**src/rtl/cmos_rgb565_capture_if.sv**
```systemverilog
// DVP camera byte bus plus framed RGB565 pixel stream.
// master drives the camera side; slave is the capture block.
interface cmos_rgb565_capture_if;
  logic        cmos_vsync;
  logic        cmos_href;
  logic [7:0]  cmos_data;
  logic [15:0] dout;
  logic        dout_vld;
  logic        dout_sop;
  logic        dout_eop;
  logic        frame_err;

  modport master (
    output cmos_vsync,
    output cmos_href,
    output cmos_data,
    input  dout,
    input  dout_vld,
    input  dout_sop,
    input  dout_eop,
    input  frame_err
  );

  modport slave (
    input  cmos_vsync,
    input  cmos_href,
    input  cmos_data,
    output dout,
    output dout_vld,
    output dout_sop,
    output dout_eop,
    output frame_err
  );
endinterface

```
**src/rtl/cmos_rgb565_capture.sv**
```systemverilog
// DVP byte stream to sop/eop-framed RGB565 pixels.
// Define CAPTURE_FRAME_SKIP_EN to drop SKIP_FRAMES start-up frames.
module cmos_rgb565_capture #(
  parameter int H_ACTIVE    = 640,
  parameter int V_ACTIVE    = 480,
  parameter int SKIP_FRAMES = 10
) (
  input logic                  clk,
  input logic                  rst_n,
  cmos_rgb565_capture_if.slave bus
);

  typedef enum logic [1:0] {
    S_SKIP,
    S_WAIT,
    S_ACTIVE
  } state_t;

  localparam logic [11:0] LP_H   = 12'(H_ACTIVE);
  localparam logic [11:0] LP_HM1 = 12'(H_ACTIVE - 1);
  localparam logic [11:0] LP_V   = 12'(V_ACTIVE);
  localparam logic [11:0] LP_VM1 = 12'(V_ACTIVE - 1);

`ifdef CAPTURE_FRAME_SKIP_EN
  localparam logic [7:0] LP_SKIP = 8'(SKIP_FRAMES);
  localparam state_t LP_RST_ST =
    (SKIP_FRAMES == 0) ? S_WAIT : S_SKIP;
`else
  localparam state_t LP_RST_ST = S_WAIT;
`endif

  if (H_ACTIVE < 2 || H_ACTIVE > 4095 ||
      V_ACTIVE < 1 || V_ACTIVE > 4095 ||
      SKIP_FRAMES < 0 || SKIP_FRAMES > 255) begin : g_bad_param
    $error("cmos_rgb565_capture: parameter out of range");
  end

  logic        r_vs, r_vs_d;
  logic        r_hs, r_hs_d;
  logic [7:0]  r_d;
  state_t      r_state;
  logic [11:0] r_x, r_y;
  logic        r_ph;
  logic [7:0]  r_hi;
  logic [15:0] r_dout;
  logic        r_vld, r_sop, r_eop, r_err;

  logic        w_vs_fall, w_vs_rise, w_hs_fall;
  state_t      w_state_nxt;
  logic [11:0] w_x_nxt, w_y_nxt;
  logic        w_ph_nxt;
  logic [7:0]  w_hi_nxt;
  logic [15:0] w_pix;
  logic        w_vld, w_sop, w_eop, w_err;

`ifdef CAPTURE_FRAME_SKIP_EN
  logic [7:0]  r_skip;
  logic [7:0]  w_skip_nxt;
`endif

  assign w_vs_fall = r_vs_d & ~r_vs;
  assign w_vs_rise = ~r_vs_d & r_vs;
  assign w_hs_fall = r_hs_d & ~r_hs;
  assign w_pix     = {r_hi, r_d};

  // Register camera inputs and keep one-cycle history for edges
  always_ff @(posedge clk) begin
    if (rst_n) begin
      r_vs   <= 1'b0;
      r_vs_d <= 1'b0;
      r_hs   <= 1'b0;
      r_hs_d <= 1'b0;
      r_d    <= 8'd0;
    end else begin
      r_vs   <= bus.cmos_vsync;
      r_vs_d <= r_vs;
      r_hs   <= bus.cmos_href;
      r_hs_d <= r_hs;
      r_d    <= bus.cmos_data;
    end
  end

  // Next state, byte pairing, x/y counting and output flags
  always_comb begin
    w_state_nxt = r_state;
    w_x_nxt     = r_x;
    w_y_nxt     = r_y;
    w_ph_nxt    = r_ph;
    w_hi_nxt    = r_hi;
    w_vld       = 1'b0;
    w_sop       = 1'b0;
    w_eop       = 1'b0;
    w_err       = 1'b0;
`ifdef CAPTURE_FRAME_SKIP_EN
    w_skip_nxt  = r_skip;
`endif
    unique case (r_state)
      S_SKIP: begin
`ifdef CAPTURE_FRAME_SKIP_EN
        if (w_vs_fall) begin
          w_skip_nxt = r_skip + 8'd1;
          if (r_skip + 8'd1 == LP_SKIP)
            w_state_nxt = S_WAIT;
        end
`else
        w_state_nxt = S_WAIT;
`endif
      end
      S_WAIT: begin
        if (w_vs_fall) begin
          w_state_nxt = S_ACTIVE;
          w_x_nxt     = 12'd0;
          w_y_nxt     = 12'd0;
          w_ph_nxt    = 1'b0;
        end
      end
      S_ACTIVE: begin
        if (r_hs) begin
          w_ph_nxt = ~r_ph;
          if (!r_ph) begin
            w_hi_nxt = r_d;
          end else begin
            // saturate so a runaway line can never wrap to x<H
            if (r_x != 12'hFFF)
              w_x_nxt = r_x + 12'd1;
            if (r_x < LP_H && r_y < LP_V) begin
              w_vld = 1'b1;
              w_sop = (r_x == 12'd0) && (r_y == 12'd0);
              w_eop = (r_x == LP_HM1) && (r_y == LP_VM1);
            end
          end
        end else begin
          w_ph_nxt = 1'b0;
          if (w_hs_fall && r_x != 12'd0) begin
            w_x_nxt = 12'd0;
            if (r_y != 12'hFFF)
              w_y_nxt = r_y + 12'd1;
          end
        end
        // eop beats a coincident vsync rise
        if (w_eop) begin
          w_state_nxt = S_WAIT;
        end else if (w_vs_rise) begin
          w_err       = 1'b1;
          w_state_nxt = S_WAIT;
        end
      end
      default: w_state_nxt = LP_RST_ST;
    endcase
  end

  // State, counters and pairing register
  always_ff @(posedge clk) begin
    if (rst_n) begin
      r_state <= LP_RST_ST;
      r_x     <= 12'd0;
      r_y     <= 12'd0;
      r_ph    <= 1'b0;
      r_hi    <= 8'd0;
    end else begin
      r_state <= w_state_nxt;
      r_x     <= w_x_nxt;
      r_y     <= w_y_nxt;
      r_ph    <= w_ph_nxt;
      r_hi    <= w_hi_nxt;
    end
  end

`ifdef CAPTURE_FRAME_SKIP_EN
  // Count discarded start-up frames
  always_ff @(posedge clk) begin
    if (rst_n)
      r_skip <= 8'd0;
    else
      r_skip <= w_skip_nxt;
  end
`endif

  // Output register; pixel data holds between pulses
  always_ff @(posedge clk) begin
    if (rst_n) begin
      r_dout <= 16'd0;
      r_vld  <= 1'b0;
      r_sop  <= 1'b0;
      r_eop  <= 1'b0;
      r_err  <= 1'b0;
    end else begin
      if (w_vld)
        r_dout <= w_pix;
      r_vld <= w_vld;
      r_sop <= w_sop;
      r_eop <= w_eop;
      r_err <= w_err;
    end
  end

  assign bus.dout      = r_dout;
  assign bus.dout_vld  = r_vld;
  assign bus.dout_sop  = r_sop;
  assign bus.dout_eop  = r_eop;
  assign bus.frame_err = r_err;

endmodule

```
**src/flat_wrapper.sv**
```systemverilog
// flat-port wrapper written by rule: the top's interface ports become plain ports
module cmos_rgb565_capture_flat 
#(
  parameter int H_ACTIVE    = 640,
  parameter int V_ACTIVE    = 480,
  parameter int SKIP_FRAMES = 10
)
  (clk, rst_n, bus_cmos_vsync, bus_cmos_href, bus_cmos_data, bus_dout, bus_dout_vld, bus_dout_sop, bus_dout_eop, bus_frame_err);
  cmos_rgb565_capture_if bus_i ();
  input logic clk;
  input logic rst_n;
  input wire logic [$bits(bus_i.cmos_vsync)-1:0] bus_cmos_vsync;
  input wire logic [$bits(bus_i.cmos_href)-1:0] bus_cmos_href;
  input wire logic [$bits(bus_i.cmos_data)-1:0] bus_cmos_data;
  output wire logic [$bits(bus_i.dout)-1:0] bus_dout;
  output wire logic [$bits(bus_i.dout_vld)-1:0] bus_dout_vld;
  output wire logic [$bits(bus_i.dout_sop)-1:0] bus_dout_sop;
  output wire logic [$bits(bus_i.dout_eop)-1:0] bus_dout_eop;
  output wire logic [$bits(bus_i.frame_err)-1:0] bus_frame_err;
  assign bus_i.cmos_vsync = bus_cmos_vsync;
  assign bus_i.cmos_href = bus_cmos_href;
  assign bus_i.cmos_data = bus_cmos_data;
  assign bus_dout = bus_i.dout;
  assign bus_dout_vld = bus_i.dout_vld;
  assign bus_dout_sop = bus_i.dout_sop;
  assign bus_dout_eop = bus_i.dout_eop;
  assign bus_frame_err = bus_i.frame_err;
  cmos_rgb565_capture #(.H_ACTIVE(H_ACTIVE), .V_ACTIVE(V_ACTIVE), .SKIP_FRAMES(SKIP_FRAMES)) u_core (.clk(clk), .rst_n(rst_n), .bus(bus_i));
endmodule
```
**config.mk**
```make
export PLATFORM = sky130hd
export DESIGN_NAME = cmos_rgb565_capture_flat
export DESIGN_NICKNAME = d
export VERILOG_FILES = /design/src/rtl/cmos_rgb565_capture_if.sv /design/src/rtl/cmos_rgb565_capture.sv /design/src/flat_wrapper.sv
export SDC_FILE = /design/constraint.sdc
export NUM_CORES = 1
export LEC_CHECK = 0
export BUFFER_PORTS_ARGS = -buffer_cell sky130_fd_sc_hd__buf_2
export CORE_ASPECT_RATIO = 0.8
export CORE_MARGIN = 5
export CORE_UTILIZATION = 42
export CTS_CLUSTER_SIZE = 40
export DETAILED_ROUTE_END_ITERATION = 10
export GPL_ROUTABILITY_DRIVEN = 0
export PLACE_DENSITY = 0.71
export SETUP_SLACK_MARGIN = 0.3
export SLEW_MARGIN = 30
export SYNTH_ARGS = -nofsm -noshare
export SYNTH_HDL_FRONTEND = slang
export SYNTH_SLANG_ARGS = --single-unit
```
**constraint.sdc**
```tcl
create_clock -name clk -period 2.2 [get_ports clk]
set_clock_uncertainty 0.15 [all_clocks]
set_input_delay 0 -clock clk [delete_from_list [all_inputs] [get_ports clk]]
set_output_delay 0 -clock clk [all_outputs]
set_load 0.01 [all_outputs]
```
# After elaboration in Yosys (flattened, before gate mapping)
# Cells that the tools add are included.
[totals] ff_bits=67 out_inout_bits=20
[classes] n_addsub=2 order_cmp=2 eq_ne=14 muxes=26 bitwise=9 n_reduce_logical=16
[op_table] cell="12-bit 2-to-1 mux" n=8
[op_table] cell="12-bit case mux with 2 select lines" n=2
[op_table] cell="12-bit by 1-bit adder with 12-bit output (second input constant)" n=2
[op_table] cell="12-bit logical NOT" n=2
[op_table] cell="12-bit != test (second input constant)" n=2
[op_table] cell="12-bit by 10-bit equality test with 1-bit output (second input constant)" n=1
[op_table] cell="12-bit by 9-bit equality test with 1-bit output (second input constant)" n=1
[op_table] cell="12-bit by 10-bit < comparator with 1-bit output (second input constant)" n=1
[op_table] cell="12-bit by 9-bit < comparator with 1-bit output (second input constant)" n=1
[op_table] cell="12-bit nonzero test" n=1
[op_table] cell="1-bit 2-to-1 mux" n=11
[op_table] cell="5-bit AND reduction" n=2
[op_table] cell="2-bit 2-to-1 mux" n=3
[op_table] cell="2-bit by 1-bit != test with 1-bit output (second input constant)" n=3
[op_table] cell="3-bit by 1-bit != test with 1-bit output (second input constant)" n=2
[op_table] cell="3-bit != test (second input constant)" n=2
[op_table] cell="1-bit inverter" n=6
[op_table] cell="5-bit OR reduction" n=1
[op_table] cell="1-bit logical AND" n=4
[op_table] cell="2-bit case mux with 2 select lines" n=1
[op_table] cell="2-bit AND reduction" n=2
[op_table] cell="1-bit AND" n=3
[op_table] cell="3-bit AND reduction" n=1
[op_table] cell="3-bit OR reduction" n=1
[op_table] cell="6 further kinds" n=6

# Longest topological paths before layout
# Gate-level depths: netlist of run 1.
[logic_depth] ltp_word=8 mapped_depth=10 ltp_nobuf=7

# Worst setup path before layout of run 1
# OpenSTA, ideal clock, no wires.
[synth_path] kind="register -> register" start="reg u_core.r_x[0]" end="reg u_core.r_y[0]" arrival_ps=2017 slack_ps=-95 path_stages_with_launch=10 path_buffers=2 synth_period_minus_slack_ps=2295 cell_sequence="dfxtp_1 inv_1 ha_1 or4b_4 or3_4 o211ai_2 buf_6 buf_12 mux2i_1 nor2_1"
[synth_via] elab_chain_len=4
[synth_rtl] item="start, declared" line="cmos_rgb565_capture.sv:42" source="logic [11:0] r_x, r_y;"
[synth_rtl] item="start signal, assigned" line="cmos_rgb565_capture.sv:162" source="r_x <= w_x_nxt;"
[synth_rtl] item="12-bit nonzero test" line="cmos_rgb565_capture.sv:134" source="if (w_hs_fall && r_x != 12'd0) begin"
[synth_rtl] item="1-bit logical AND" line="cmos_rgb565_capture.sv:134"
[synth_rtl] item="2-bit by 1-bit != test with 1-bit output (no source line)"
[synth_rtl] item="5-bit AND reduction (no source line)"
[synth_rtl] item="end signal, assigned" line="cmos_rgb565_capture.sv:163" source="r_y <= w_y_nxt;"
[synth_rtl] item="end, declared" line="cmos_rgb565_capture.sv:42"
# No other way between the ends.
# A chain may end at the register's enable or synchronous reset.

# Worst setup path after layout of run 1
[layout_path] start="reg u_core.r_x[0]" end="reg u_core.r_x[10]"
[layout_via] elab_chain_len=5
[layout_rtl] item="12-bit by 1-bit adder with 12-bit output" line="cmos_rgb565_capture.sv:125" source="w_x_nxt = r_x + 12'd1;"
[layout_rtl] item="12-bit 2-to-1 mux" line="cmos_rgb565_capture.sv:124" source="if (r_x != 12'hFFF)"
[layout_rtl] item="12-bit 2-to-1 mux" line="cmos_rgb565_capture.sv:120" source="if (!r_ph) begin"
[layout_rtl] item="12-bit 2-to-1 mux" line="cmos_rgb565_capture.sv:118" source="if (r_hs) begin"
[layout_rtl] item="12-bit case mux with 2 select lines" line="cmos_rgb565_capture.sv:97" source="unique case (r_state)"
# Several ways; a longest one is shown, not always the timed one. The select of a mux whose other input is x is not followed.

==> results.ini, run 1 <==
[final_layout]
antenna_cells = 0
drive_gt1_frac = 0.2971
stdcell_count = 528
multi_input_area_um2 = 1673
regArea_um2 = 1350
nFillCells = 604
fin_nets = 454
area_growth_pct = 33.51

[routing]
drt_iter0_markers = 192
via_per_inst = 5.301
route.detailed.drc = 0
first_pass_iters = 4
wire_per_inst_um = 14.12
vias = 2799
ant_nets = 0
drt-total-wl_um = 7457

[floorplanning]
die_h_um = 85.90
die-area_um2 = 9008
core_um2 = 6959
row_count = 27
ioPinCount = 32
dieWidth_um = 104.9
start_util = 0.4346

[yosys]
synth_compound_area_frac = 0.1655
syn_inst = 359
synthMuxAreaShare = 0.01034
synth_ff_type = dfxtp_1
ys_types = 52
synth-edff-count = 0
ys_seq_area_frac = 0.4435
synthAdderAreaFrac = 0.02482
synth_simple_gate_area_share = 0.3066
async_flop_share = 0
yosysTopAreaCell = dfxtp_1
avgSynthCellArea_um2 = 8.424
post_synth_xor_area_fraction = 0
synth_top_area_share = 0.4435
synth_top_family_by_area = simple AND/OR/NAND/NOR gates
synth_area_um2 = 3024
synth.area.top_cells = dfxtp_1 (44%), nand2_1 (7.4%), a21oi_1 (5.3%)
synth-seq-cells = 67
synth_nets = 377
synth_warnings = 0

[global_route]
gr-total-overflow = 0
grt_pass1_wl_um = 12360
antenna_found_initial = 0
grt_usage = 0.1659
grt_pass1_vias = 2646
grt_max_degree = 31

[placement]
dp_hpwl_um = 5128
dp_cells = 492
io_buffers = 31
pre_cts_slack_ns = -0.1310

[worst_setup_path]
worstPathRequired_ns = 2.33
crit_type = flop to flop
crit_path_end_kind = flop
crit_fanout = 6
critPathArrivalTime_ns = 2.32
start_kind = flop
r2r_cells = 8
regToRegSetupSlack_ns = 0.01

[power_and_ir_drop]
ir_drop_uv = 436.6
power.leakage_uw = 0.001609
p_per_area_nw_per_um2 = 623.2

[min_path]
hold_path_depth = 3
min_path_type = input pin to flop

[sta]
maxSlewViolCount = 0
tightest_slew_ns = 0.4839
finalCritPeriodShare = 0.9945
fin_ws_ns = 0.01207
setup_tns_ns = 0
rsz0062_at_grt = true
min_period_ns = 2.188
hold_violations = 0
setup_viol = 0
slew-limit-headroom = 0.6774
fmax_ghz = 0.4571

[clock_tree]
cts_sinks = 67
cts_tree = built
clkTransAtPathRegs_ns = 0.08
cts_root_buf = clkbuf_8
insertion_delay_ns = 0.34
htree_levels = 3
cts_inserted_buffers = 9
cts_buffer_depth = 2

[flow_run]
maxCapViolations = 0

[run_status]
status = completed

==> cell type report <==
type,instances,area share
well taps,87,0.02696
multi-input cells,261,0.4143
inverters,10,0.009297
clock buffers,9,0.03068
repair buffers,87,0.1596
clock inverters,7,0.02479
flip-flops and latches,67,0.3344
==> path summary, 6_finish.rpt <==
check                                     endpoint                from
worst min register to register  u_core.bus.dout[9]  u_core.bus.dout[9]
worst min-delay path                 u_core.r_d[5]    bus_cmos_data[5]
worst max register to register      u_core.r_x[10]       u_core.r_x[0]
worst max-delay path                u_core.r_x[10]       u_core.r_x[0]
==> logic make-up after synthesis <==
group	Yosys count
adder cells (fa/ha/maj)	6
flip-flops	67
AND/OR/NAND/NOR	175
AO/OA/AOI/OAI	77
buffers and inverters	31
multiplexers	3
==> Yosys cell counts (4+ instances only) <==
library cell,n
a21oi_1,32
or4_1,4
clkbuf_1,16
nand2b_1,5
o21ai_1,12
nor2b_1,20
nand2_1,60
inv_1,10
nor2_1,15
and2_1,4
nand3_1,12
o31ai_1,7
or2_2,4
nand4_1,10
or3_1,8
and3_1,7
ha_1,6
nor3_1,8
and4_1,5
nor4_1,5
dfxtp_1,67
==> what timing repair did <==
item,CTS,global route
cloned,0,1
pin swaps,11,16
hold endpoints to repair,16,0
resized for setup,17,27
endpoints found under the setup margin,28,47
hold buffers,15,0
buffers inserted,1,3
==> metal layers <==
metal / track usage / routed length, um / vias up / share of wire
met5: 0 / 0 / - / 0
met4: 0.04994 / 102 / 0 / 0.014
met3: 0.04063 / 412 / 11 / 0.055
met2: 0.2526 / 3306 / 67 / 0.44
met1: 0.2333 / 3635 / 1291 / 0.49
li1: - / - / 1430 / -
==> through the flow <==
stage | area, um2 | hold WS (ns) | total power [uW] | util
global route | 4038 | 0.2871 | 2616 | 0.5802
floorplan | 3025 | -0.02182 | 1336 | -
CTS | 3902 | 0.2469 | 2527 | 0.5608
global placement | 3461 | 0.05759 | 1369 | 0.4973
finish | 4038 | 0.2656 | 2516 | 0.5802
detailed placement | 3461 | 0.06324 | 1373 | 0.4973
==> state kept, by name (all words and copies together), names as in the netlist, 2 cells and up <==
name             cells
u_core.r_x          12
u_core.r_state       2
u_core.bus.dout     16
u_core.r_d           8
u_core.r_y          12
u_core.r_hi          8
==> critical path, stage by stage (launching register included) <==
cell,delay (ns)
dfxtp_2,0.32
inv_2,0.04
ha_1,0.12
or4b_4,0.45
or3_4,0.37
buf_6,0.13
o221ai_4,0.14
and2b_2,0.27
a211o_1,0.15
==> layout by cell type (no fill, tap or decap), types with 3 or more instances in the layout <==
cell	netlist	final
or2_2	4	3
and2_1	4	4
o21ai_1	12	9
nor4_1	5	3
nand2_1	60	59
nor3_1	8	8
a21oi_1	32	30
o31ai_1	7	7
or4_4	1	3
buf_2	0	31
ha_1	6	4
and3_1	7	6
nand2b_1	5	5
a21oi_2	3	5
a211o_1	3	3
dfxtp_1	67	60
o21ai_2	0	4
buf_4	0	35
nor2b_1	20	20
or3_1	8	8
dfxtp_2	0	7
a21o_1	3	3
nand3_1	12	12
nand4_1	10	10
clkinv_4	0	3
inv_1	10	8
buf_6	2	5
clkbuf_8	0	9
nor2_1	15	15
dlygate4sd3_1	0	15
==> power by group <==
| part | leakage [uW] | switching, uW | internal, uW | total [uW] |
|---|---|---|---|---|
| combinational | 0.000950 | 76.0 | 78.2 | 154 |
| sequential | 0.000545 | 7.46 | 1220 | 1230 |
| clock | 0.000114 | 484 | 645 | 1130 |
| total | 0.00161 | 568 | 1950 | 2520 |
(Power assumes the default switching activity.)
==> run 2: changes to the inputs <==
--- a/config.mk
+++ b/config.mk
@@ -7,12 +7,12 @@
 export LEC_CHECK = 0
 export BUFFER_PORTS_ARGS = -buffer_cell sky130_fd_sc_hd__buf_2
 export CORE_ASPECT_RATIO = 0.8
-export CORE_MARGIN = 5
+export CORE_MARGIN = 1
 export CORE_UTILIZATION = 42
 export CTS_CLUSTER_SIZE = 40
 export DETAILED_ROUTE_END_ITERATION = 10
 export GPL_ROUTABILITY_DRIVEN = 0
-export PLACE_DENSITY = 0.71
+export PLACE_DENSITY = 0.61
 export SETUP_SLACK_MARGIN = 0.3
 export SLEW_MARGIN = 30
 export SYNTH_ARGS = -nofsm -noshare
==> run 2 against run 1 <==
Effect of this change:
- register-to-register slack got worse by 0.04 ns
- critical path depth rose by 1
- power up 9.0%
- cell area shrank 0.71%
- wire length fell by 3.0%
- final cell count unchanged
- the flow now finishes with violations (setup timing)
- flip-flop and latch count unchanged
- via count is essentially flat
==> results.ini, run 2 (synthesized netlist as in run 1, its figures left out) <==
[clock_tree]
cts_sinks = 67  ; unchanged
cts_tree = built  ; unchanged
insertion_delay_ns = 0.34  ; about the same
cts_inserted_buffers = 9  ; unchanged
clkTransAtPathRegs_ns = 0.08  ; about the same
cts_root_buf = clkbuf_8  ; unchanged
cts_buffer_depth = 2  ; unchanged
htree_levels = 3  ; unchanged

[global_route]
gr-total-overflow = 0  ; unchanged
antenna_found_initial = 0  ; unchanged
grt_pass1_vias = 2573  ; was 2646
grt_pass1_wl_um = 12100  ; was 12360 um
grt_max_degree = 29  ; was 31
grt_usage = 0.1999  ; was 0.1659

[placement]
dp_cells = 493  ; was 492
dp_hpwl_um = 4824  ; was 5128 um
io_buffers = 31  ; unchanged
dpl_cell_area_um2 = 3456  ; was 3461 um2

[sta]
slew-limit-headroom = 0.7528  ; was 0.6774
fmax_ghz = 0.4492  ; was 0.4571 GHz
tightest_slew_ns = 0.3656  ; was 0.4839 ns
maxSlewViolCount = 0  ; unchanged
fin_ws_ns = -0.02605  ; was 0.01207 ns
finalCritPeriodShare = 1.012  ; was 0.9945
rsz0062_at_grt = true  ; unchanged
min_period_ns = 2.226  ; was 2.188 ns
setup_viol = 10  ; was 0
whs_ns = 0.2464  ; was 0.2656 ns
hold_violations = 0  ; unchanged

[final_layout]
final_common_cell = dfxtp_1  ; unchanged
final_cell_mix = dfxtp_1 (64), nand2_1 (60), buf_4 (35)  ; was dfxtp_1 (60), nand2_1 (59), buf_4 (35)
largest_reg_flops = 16  ; unchanged
area_growth_pct = 32.56  ; was 33.51%
final_area_um2 = 4009  ; was 4038 um2
drive_gt1_frac = 0.2562  ; was 0.2971
stdcell_count = 528  ; unchanged
fin_nets = 454  ; unchanged
antenna_cells = 0  ; unchanged

[worst_setup_path]
path_cells = inv_1 -> ha_1 -> or4b_4 -> or3_4 -> o211ai_4 -> buf_6 -> buf_4 -> or3_1 -> a21oi_1  ; was inv_2 -> ha_1 -> or4b_4 -> or3_4 -> buf_6 -> o221ai_4 -> and2b_2 -> a211o_1
crit_fanout = 4  ; was 6
critPathArrivalTime_ns = 2.31  ; was 2.32 ns
cpPeakStageDelay_ns = 0.46  ; was 0.45 ns
cp_slowest_cell = or4b_4  ; unchanged
crit_type = flop to flop  ; unchanged
worstPathRequired_ns = 2.28  ; was 2.33 ns
start_kind = flop  ; unchanged
crit_path_end_kind = flop  ; unchanged

[floorplanning]
dieWidth_um = 96.87  ; was 104.9 um
start_util = 0.4367  ; was 0.4346
die_h_um = 77.90  ; was 85.90 um
ioPinCount = 32  ; unchanged
core_um2 = 6925  ; was 6959 um2
row_count = 27  ; unchanged
die-area_um2 = 7546  ; was 9008 um2

[power_and_ir_drop]
switching_power_uw = 569.7  ; was 567.8 uW
power_uw = 2742  ; was 2516 uW
power_frac_comb = 0.054  ; was 0.061
share_seq_of_total_power = 0.449  ; was 0.490
power.leakage_uw = 0.001610  ; was 0.001609 uW
p_per_area_nw_per_um2 = 683.9  ; was 623.2 nW/um2
p_int_uw = 2172  ; was 1948 uW
clkPwrFrac = 0.497  ; was 0.449
switching_share = 0.2078  ; was 0.2257
ir_drop_uv = 359.9  ; was 436.6 uV

[routing]
first_pass_iters = 4  ; unchanged
route.detailed.drc = 0  ; unchanged
wire_per_inst_um = 13.69  ; was 14.12 um
ant_nets = 0  ; unchanged
via_per_inst = 5.303  ; was 5.301
vias = 2800  ; was 2799
drt_iter0_markers = 126  ; was 192
drt-total-wl_um = 7230  ; was 7457 um

[run_status]
status = finished with violations  ; was completed
violations = setup timing

[flow_run]
maxCapViolations = 0  ; unchanged

[min_path]
min_path_type = input pin to flop  ; unchanged

## run 2: cell types whose count changed in the layout (fill, tap and decap cells not counted), sizes merged, moves of 2 or more
cell and delta:
buf +2, bufinv +2, clkinv -2, dlygate4sd3 -3
## run 2: critical path: cells and delay by family (launching register included)
kind | cells | cell delay, ns
buffers and inverters | 3 | 0.30
flip-flops | 1 | 0.32
AND/OR/NAND/NOR | 3 | 0.92
adder cells (fa/ha/maj) | 1 | 0.13
AO/OA/AOI/OAI | 2 | 0.30
## run 2: path summary, 6_finish.rpt
check / from / endpoint / slack (ns) / depth (start not counted)
setup reg to reg: u_core.r_x[0] / u_core.r_y[3] / -0.03 / 9
setup / recovery: u_core.r_x[0] / u_core.r_y[3] / -0.03 / 9
hold / removal: bus_cmos_href / u_core.r_hs / 0.25 / 3
hold reg to reg: u_core.bus.dout[3] / u_core.bus.dout[3] / 0.30 / 2
## run 2: power by group through the flow
stage | Sequential [uW] | Combinational (uW) | Clock (uW)
after global placement | 1260 | 107 | 0
final | 1230 | 148 | 1360
after global routing | 1230 | 161 | 1440
after floorplan | 1260 | 76.8 | 0
after CTS | 1230 | 133 | 1390
after detailed placement | 1260 | 108 | 0
## run 2: what timing repair did
item / 4_1_cts / 5_1_grt
gates cloned: 1 / 2
setup endpoints to repair: 30 / 45
pin swaps: 9 / 9
hold endpoints to repair: 13 / 2
hold buffers: 11 / 1
setup buffers: 1 / 3
gates resized for setup: 11 / 17
## run 2: per-layer routing
layer | up-vias | GRT usage | routed length (um) | share of wire
met5 | - | 0 | 0 | 0
met3 | 4 | 0.04324 | 239 | 0.033
met4 | 0 | 0.07313 | 29 | 0.0040
met2 | 41 | 0.3056 | 3228 | 0.45
li1 | 1431 | - | - | -
met1 | 1324 | 0.2767 | 3733 | 0.52
## run 2: per-stage QoR
stage	TNS, ns	util	setup WS [ns]
floorplan	-0.08595	-	-0.04377
global placement	-0.01377	0.4990	-0.01377
detailed placement	-0.1227	0.4990	-0.05167
CTS	-0.1832	0.5613	-0.02457
global route	-2.099	0.5789	-0.1445
finish	-0.1276	0.5789	-0.02605
## run 2: cell type report
class | instances | area, um2
Multi-Input combinational cell | 262 | 1624
Clock inverter | 6 | 137.6
Clock buffer | 10 | 127.6
Sequential cell | 67 | 1345
Timing Repair Buffer | 86 | 628.1
Tap cell | 87 | 108.9
Inverter | 10 | 37.54
Fill cell | 624 | 2917
==> run 3: changes to the inputs <==
--- a/config.mk
+++ b/config.mk
@@ -12,7 +12,7 @@
 export CTS_CLUSTER_SIZE = 40
 export DETAILED_ROUTE_END_ITERATION = 10
 export GPL_ROUTABILITY_DRIVEN = 0
-export PLACE_DENSITY = 0.61
+export PLACE_DENSITY_LB_ADDON = 0.1
 export SETUP_SLACK_MARGIN = 0.3
 export SLEW_MARGIN = 30
 export SYNTH_ARGS = -nofsm -noshare
==> run 3 against run 2 <==
Effect of this change:
- the flow still finishes with violations (setup timing)
- worst setup slack improved by 0.015 ns
- maximum frequency increased by 0.66%
- power decreased by 5.5%
- highest routed layer unchanged
- largest power group is now sequential cells
- critical path depth decreased by 1
- largest cell class unchanged
- register-to-register slack about the same
==> results.ini, run 3 (synthesized netlist as in run 1, its figures left out) <==
[global_route]
antenna_found_initial = 0  ; unchanged
grt_pass1_vias = 2592  ; was 2573
grt_usage = 0.2004  ; was 0.1999
grt_pass1_wl_um = 12160  ; was 12100 um
gr-total-overflow = 0  ; unchanged
grt_max_degree = 26  ; was 29

[final_layout]
final_area_um2 = 4014  ; was 4009 um2
antenna_cells = 0  ; unchanged
final_cell_mix = dfxtp_1 (63), nand2_1 (60), buf_4 (35)  ; was dfxtp_1 (64), nand2_1 (60), buf_4 (35)
largest_reg_flops = 16  ; unchanged
area_growth_pct = 32.73  ; was 32.56%
fin_nets = 452  ; was 454
final_common_cell = dfxtp_1  ; unchanged
drive_gt1_frac = 0.2808  ; was 0.2562

[floorplanning]
row_count = 27  ; unchanged
dieWidth_um = 96.87  ; unchanged
die_h_um = 77.90  ; unchanged
core_um2 = 6925  ; unchanged
die-area_um2 = 7546  ; unchanged
ioPinCount = 32  ; unchanged
start_util = 0.4367  ; unchanged

[clock_tree]
cts_root_buf = clkbuf_8  ; unchanged
cts_tree = built  ; unchanged
clkTransAtPathRegs_ns = 0.08  ; about the same
cts_sinks = 67  ; unchanged
htree_levels = 3  ; unchanged
cts_inserted_buffers = 9  ; unchanged
insertion_delay_ns = 0.33  ; was 0.34 ns
cts_buffer_depth = 2  ; unchanged

[power_and_ir_drop]
power.leakage_uw = 0.001586  ; was 0.001610 uW
p_per_area_nw_per_um2 = 645.8  ; was 683.9 nW/um2
ir_drop_uv = 418.0  ; was 359.9 uV

[routing]
drt-total-wl_um = 7196  ; was 7230 um
via_per_inst = 5.278  ; was 5.303
vias = 2771  ; was 2800
first_pass_iters = 4  ; unchanged
wire_per_inst_um = 13.71  ; was 13.69 um
drt_iter0_markers = 115  ; was 126
route.detailed.drc = 0  ; unchanged
ant_nets = 0  ; unchanged

[sta]
tightest_slew_ns = 0.3705  ; was 0.3656 ns
whs_ns = 0.2569  ; was 0.2464 ns
slew-limit-headroom = 0.7507  ; was 0.7528
setup_tns_ns = -0.02178  ; was -0.1276 ns
finalCritPeriodShare = 1.005  ; was 1.012
rsz0062_at_grt = true  ; unchanged
hold_violations = 0  ; unchanged
fin_ws_ns = -0.01144  ; was -0.02605 ns
min_period_ns = 2.211  ; was 2.226 ns
maxSlewViolCount = 0  ; unchanged
setup_viol = 2  ; was 10
fmax_ghz = 0.4522  ; was 0.4492 GHz

[run_status]
status = finished with violations  ; unchanged
violations = setup timing  ; unchanged

[placement]
dpl_cell_area_um2 = 3448  ; was 3456 um2
io_buffers = 31  ; unchanged
dp_hpwl_um = 4852  ; was 4824 um

[min_path]
min_path_type = input pin to flop  ; unchanged

[worst_setup_path]
worstPathRequired_ns = 2.27  ; was 2.28 ns
crit_fanout = 9  ; was 4
start_kind = flop  ; unchanged
crit_path_end_kind = flop  ; unchanged
critPathArrivalTime_ns = 2.28  ; was 2.31 ns
crit_type = flop to flop  ; unchanged

[flow_run]
maxCapViolations = 0  ; unchanged

==> run 3: cell types whose count changed in the layout (fill, tap and decap cells not counted), sizes merged <==
cell | before | now
dlygate4sd3 | 12 | 11
clkinvlp | 0 | 1
bufinv | 4 | 3
clkbuf | 10 | 9
or2 | 5 | 4
==> run 3: cell type report <==
cell class | instances | area [um2]
fillers | 630 | 2912
multi-input cells | 261 | 1664
flip-flops and latches | 67 | 1346
repair buffers | 85 | 618.1
clock buffers | 9 | 123.9
clock inverters | 6 | 115.1
well taps | 87 | 108.9
inverters | 10 | 37.54
==> run 3: critical path: stages (launching register included) <==
cell and delay (ns):
dfxtp_2 0.33, inv_2 0.04, ha_1 0.12, or4b_4 0.45
or3_4 0.37, o211ai_4 0.24, buf_6 0.17, mux2i_1 0.18
nor2_1 0.05
==> run 3: report_power, final <==
| group | total (uW) | switching (uW) | internal [uW] |
|---|---|---|---|
| registers | 1230 | 7.91 | 1220 |
| clock network | 1220 | 469 | 750 |
| logic | 140 | 72.2 | 67.5 |
==> run 3: per-layer routing <==
metal | part of all wire | GRT usage | vias up | wire, um
li1 | - | - | 1423 | -
met1 | 0.50 | 0.2679 | 1294 | 3582
met2 | 0.45 | 0.3211 | 52 | 3263
met3 | 0.045 | 0.06216 | 2 | 323
met4 | 0.0038 | 0.03582 | 0 | 27
met5 | 0 | 0 | - | 0
==> run 3: final timing paths <==
kind	endpoint	cells past startpoint	from	slack, ns
setup / recovery	u_core.r_y[0]	8	u_core.r_x[0]	-0.01
hold / removal	u_core.r_d[0]	3	bus_cmos_data[0]	0.26
setup reg to reg	u_core.r_y[0]	8	u_core.r_x[0]	-0.01
hold reg to reg	u_core.bus.dout[4]	2	u_core.bus.dout[4]	0.30
==> run 3: what timing repair did <==
action | CTS | global route
endpoints found under the setup margin | 30 | 48
setup buffers | 1 | 5
cloned | 0 | 1
gates resized for setup | 17 | 23
hold endpoints to repair | 15 | 0
pin swaps | 12 | 13
hold buffers | 11 | 0
==> run 3: stage by stage <==
stage	total power, uW	worst slack, ns	instances	utilization
3_3_place_gp	1367	-0.01651	492	0.4979
5_1_grt	2692	-0.07898	525	0.5796
2_1_floorplan	1336	-0.04377	359	-
4_1_cts	2612	0.001480	519	0.5588
3_5_place_dp	1368	-0.03902	492	0.4979
6_report	2592	-0.01144	525	0.5796
